[src/rtl/wb_port_arbiter.sv]
// Shares the register-file write port between the WB stage and a queued long-latency unit.
// Queued results fill idle port cycles, and a starvation counter can force a drain by stalling WB.
module wb_port_arbiter #(
    parameter int XLEN         = 32,
    parameter int REG_AW       = 5,
    parameter int DEPTH        = 2,
    parameter int STARVE_LIMIT = 4
) (
    input  logic              clk,
    input  logic              rstn,
    input  logic              pipe_we,
    input  logic [REG_AW-1:0] pipe_rd,
    input  logic [XLEN-1:0]   pipe_data,
    input  logic              lu_valid,
    input  logic [REG_AW-1:0] lu_rd,
    input  logic [XLEN-1:0]   lu_data,
    output logic              lu_ready,
    output logic              pipe_stall,
    output logic              rf_we,
    output logic [REG_AW-1:0] rf_waddr,
    output logic [XLEN-1:0]   rf_wdata,
    input  logic [REG_AW-1:0] chk_rs1,
    input  logic [REG_AW-1:0] chk_rs2,
    input  logic [REG_AW-1:0] chk_rd,
    output logic              chk_hit,
    output logic              fifo_empty
);

    localparam int PW = (DEPTH > 1) ? $clog2(DEPTH) : 1;
    localparam int CW = $clog2(DEPTH + 1);
    localparam int SW = $clog2(STARVE_LIMIT + 1);

    logic [REG_AW-1:0] mem_rd   [DEPTH];
    logic [XLEN-1:0]   mem_data [DEPTH];
    logic [PW-1:0]     rd_ptr;
    logic [PW-1:0]     wr_ptr;
    logic [CW-1:0]     count;
    logic [SW-1:0]     starve_cnt;

    logic pipe_req;
    logic fifo_nonempty;
    logic force_drain;
    logic fifo_gnt;
    logic pipe_gnt;
    logic push;
    logic pop;

    assign pipe_req      = pipe_we && (pipe_rd != '0);
    assign fifo_nonempty = (count != '0);
    assign force_drain   = (starve_cnt == SW'(STARVE_LIMIT)) && fifo_nonempty;
    assign pipe_stall    = rstn && force_drain && pipe_req;
    assign lu_ready      = rstn && (count < CW'(DEPTH));
    assign fifo_empty    = !fifo_nonempty;
    // x0 results are acknowledged to the long unit but never occupy a slot.
    assign push          = lu_valid && lu_ready && (lu_rd != '0);
    assign pop           = fifo_gnt;

    always_comb begin
        fifo_gnt = 1'b0;
        pipe_gnt = 1'b0;
        rf_we    = 1'b0;
        rf_waddr = '0;
        rf_wdata = '0;
        if (rstn) begin
            if (force_drain || (!pipe_req && fifo_nonempty)) begin
                fifo_gnt = 1'b1;
            end else if (pipe_req) begin
                pipe_gnt = 1'b1;
            end
        end
        if (fifo_gnt) begin
            rf_we    = 1'b1;
            rf_waddr = mem_rd[rd_ptr];
            rf_wdata = mem_data[rd_ptr];
        end else if (pipe_gnt) begin
            rf_we    = 1'b1;
            rf_waddr = pipe_rd;
            rf_wdata = pipe_data;
        end
    end

    // Slot i is live when its distance from the head is below the occupancy count.
    always_comb begin
        logic [PW-1:0] offset;
        chk_hit = 1'b0;
        offset  = '0;
        for (int i = 0; i < DEPTH; i++) begin
            offset = PW'(i) - rd_ptr;
            if (CW'(offset) < count) begin
                if ((chk_rs1 != '0) && (mem_rd[i] == chk_rs1)) chk_hit = 1'b1;
                if ((chk_rs2 != '0) && (mem_rd[i] == chk_rs2)) chk_hit = 1'b1;
                if ((chk_rd  != '0) && (mem_rd[i] == chk_rd))  chk_hit = 1'b1;
            end
        end
    end

    always_ff @(posedge clk) begin
        if (push) begin
            mem_rd[wr_ptr]   <= lu_rd;
            mem_data[wr_ptr] <= lu_data;
        end
    end

    always_ff @(posedge clk or negedge rstn) begin
        if (!rstn) begin
            rd_ptr     <= '0;
            wr_ptr     <= '0;
            count      <= '0;
            starve_cnt <= '0;
        end else begin
            if (push) wr_ptr <= wr_ptr + 1'b1;
            if (pop)  rd_ptr <= rd_ptr + 1'b1;
            case ({push, pop})
                2'b10:   count <= count + 1'b1;
                2'b01:   count <= count - 1'b1;
                default: count <= count;
            endcase
            if (!fifo_nonempty || fifo_gnt) begin
                starve_cnt <= '0;
            end else if (pipe_gnt && (starve_cnt != SW'(STARVE_LIMIT))) begin
                starve_cnt <= starve_cnt + 1'b1;
            end
        end
    end

endmodule
[config.mk]
export PLATFORM = sky130hd
export DESIGN_NAME = wb_port_arbiter
export DESIGN_NICKNAME = d
export VERILOG_FILES = /design/src/rtl/wb_port_arbiter.sv
export SDC_FILE = /design/constraint.sdc
export NUM_CORES = 1
export LEC_CHECK = 0
export CAP_MARGIN = 20
export CORE_UTILIZATION = 35
export DETAILED_ROUTE_END_ITERATION = 7
export PLACE_DENSITY = 0.76
export SLEW_MARGIN = 20
export SYNTH_ARGS = -nofsm -noshare
export SYNTH_HDL_FRONTEND = slang
export SYNTH_SLANG_ARGS = --single-unit
[constraint.sdc]
create_clock -name clk -period 6.1 [get_ports clk]
set_clock_uncertainty 0.1 [all_clocks]
set_input_delay 0.61 -clock clk [delete_from_list [all_inputs] [get_ports clk]]
set_output_delay 0.61 -clock clk [all_outputs]
set_load 0.02 [all_outputs]
==> flow_summary_export.csv <==
group,metric,value,unit
run_status,status,"complete, no violations",
routing,drc,0,
clocking,clk_latency,340,ps
floorplan,rows,38,
sta,drv_slew,0,
global_route,grt_use_total,0.164,
routing,avgRoutedWirePerCell,15.5,µm
sta,finalCriticalPeriod,4060,ps
setup_path,path_class,"in2out",
sta,max_clock_freq,246,MHz
power_and_ir_drop,ir_drop,0.224,mV
sta,finalSetupViolCount,0,
floorplan,core-area,10800,µm²
power_and_ir_drop,power_leakage,0.00198,µW
logic_synthesis,ys.flop_type,"edfxtp_1",
logic_synthesis,ys_types,35,
setup_path,endpoint_kind,"output pin",
clocking,numCtsBuffers,9,
logic_synthesis,synth_cells,301,
floorplan,die_w,107,µm
placement,gp_congestion,0.766,
global_route,antenna_found_initial,0,
logic_synthesis,synth.area.top_cells,"edfxtp_1 (57%), mux2i_1 (9.6%), xor2_1 (4.7%)",
sta,slew_headroom,0.533,
logic_synthesis,synth_warnings,0,
logic_synthesis,synth.cell_area,3870,µm²
final_layout,drive_gt1_frac,0.0814,
logic_synthesis,ys_seq_area_frac,0.619,
final_layout,fin_nets,533,
hold_path,min_path_type,"reg2reg",
sta,hold_violations,0,
routing,via_per_inst,4.89,
final_layout,insertedDiodeCount,0,
floorplan,start_util,0.359,
final_layout,n_fill_cell,928,
clocking,cts_setup_buffers,0,
sta,fin_tns_setup,0,ps
logic_synthesis,synthArstFlopShare,0.0864,
placement,port_buffers,134,
clocking,clockRootBuffer,"clkbuf_8",
floorplan,die_area,11500,µm²
floorplan,chipHeight,107,µm
flow_run,max-cap-violations,0,
setup_path,cp.arrival,3350,ps
logic_synthesis,synth_seq_cells,81,
routing,wirelength,9.05,mm
final_layout,final-seq-area,2400,µm²
clocking,clk_pin_slew,70,ps
clocking,cts-htree-levels,3,
logic_synthesis,syn_avg_cell_area,12.9,µm²
logic_synthesis,synth_top_area_cell,"edfxtp_1",
routing,firstDrtPassIters,4,
routing,ant_nets,0,
global_route,grt_pass1_vias,2950,
sta,rsz0062_at_grt,"no",
placement,dpl.hpwl,6.17,mm
logic_synthesis,synth_nets,397,
floorplan,io_pins,135,
setup_path,crit_path_start_kind,"input pin",
setup_path,crit_required,5390,ps
routing,num_vias,2848,
global_route,grt_pass1_wl,14.2,mm
power_and_ir_drop,powerDensity,304,nW/µm²
global_route,overflow,0,
clocking,cts_resized,0,
global_route,grt_max_degree,40,
sta,worst_pin_slew,701,ps
clocking,cts_tree,"done",
global_route,grt_use_met1,0.198,
power_and_ir_drop,p_total,1700,µW
clocking,cts_hold_buf,0,
setup_path,cp_max_fo,39,
global_route,grt_use_met2,0.286,
clocking,cts_sinks,81,
routing,drt_iter0_markers,127,
sta,holdWs,459,ps
sta,fin_crit_sh,0.666,
final_layout,area_delta_synth_final,44.3,%
global_route,grt.busiest_layer,"met2",
logic_synthesis,synth_edf_count,74,
final_layout,multiInputGateArea,1400,µm²
clocking,cts_buffer_depth,2,
global_route,use_met3,0.0292,
logic_synthesis,synth_top_area_share,0.574,
==> flip-flops by register name, summed over array words and instances, names as in the netlist <==
| signal | count |
|---|---|
| count | 2 |
| mem_data | 64 |
| mem_rd | 10 |
| rd_ptr | 1 |
| starve_cnt | 3 |
| wr_ptr | 1 |
==> synth_stat cells, drive strengths merged (6+ instances only) <==
cell type  number
o21ai          38
a21oi           7
dfrtp           7
clkbuf          9
edfxtp         74
xor2           21
nor2           13
mux2i          37
inv             6
nand2          42
xnor2          14
==> worst paths after layout <==
| kind | from | end | slack [ps] | cells after the start |
|---|---|---|---|---|
| worst max-delay path | pipe_rd[0] | rf_waddr[0] | 2040 | 7 |
| worst min-delay path | count[1]$_DFFE_PN0P_ | count[1]$_DFFE_PN0P_ | 460 | 1 |
| worst max register to register | starve_cnt[0]$_DFFE_PN0P_ | count[1]$_DFFE_PN0P_ | 3880 | 8 |
| worst min register to register | count[1]$_DFFE_PN0P_ | count[1]$_DFFE_PN0P_ | 460 | 1 |
| max in group asynchronous | rstn | rd_ptr$_DFFE_PN0N_ | 5090 | 1 |
| min in group asynchronous | rstn | count[0]$_DFFE_PN0P_ | 480 | 1 |
==> routing by layer <==
layer | vias up | wire, µm
li1 | 1370 | -
met1 | 1366 | 3820
met2 | 96 | 4560
met3 | 16 | 477
met4 | 0 | 187
met5 | - | 0
==> metrics by stage <==
step                setup slack [ps]  cell area, µm²  utilization  cells
finish                          2040            5590        0.518    582
global route                    1930            5590        0.518    582
CTS                             2040            5530        0.513    580
detailed placement              2050            5350        0.495    564
global placement                2110            5350        0.495    564
floorplan                       2710            3870            -    301
==> critical path, stage by stage <==
cell	delay (ps)
clkdlybuf4s50_1	450
or4_4	580
o21ai_4	170
a21oi_2	60
or3_4	550
o21ai_0	280
clkdlybuf4s50_1	640
==> placed cells by master, fill, tap and decap left out, drive strengths merged <==
cell type	n
a21oi	7
a31oi	2
buf	4
bufinv	1
clkbuf	10
clkdlybuf4s50	134
clkinv	3
clkinvlp	2
dfrtp	7
edfxtp	74
ha	3
inv	6
mux2i	37
nand2	42
nand3	3
nor2	13
nor3	5
nor3b	2
nor4	3
o211ai	2
o21ai	38
o221ai	1
o22ai	1
o31ai	1
or3	1
or4	5
xnor2	14
xor2	21
==> final cells by class <==
cell class | instances | area share
timing repair buffer | 138 | 0.253
sequential | 81 | 0.429
multi-input combinational | 201 | 0.250
inverter | 6 | 0.00403
clock buffer | 10 | 0.0228
clock inverter | 6 | 0.0105
tap | 140 | 0.0313
==> where the power goes <==
group	total (µW)	switching [µW]	internal [µW]	leakage, µW
Sequential	724	41.5	682	0.000760
Clock	372	186	186	0.0000897
Combinational	603	315	288	0.00113
Total	1700	543	1160	0.00198
==> cells by family after synthesis <==
kind of cell	synth area share
flip-flops	0.619
AND/OR/NAND/NOR	0.0866
AO/OA/AOI/OAI	0.0827
multiplexers	0.0956
XOR/XNOR	0.0811
buffers and inverters	0.0255
adder cells (fa/ha/maj)	0.00969
Power figures use the tool's default switching activity.
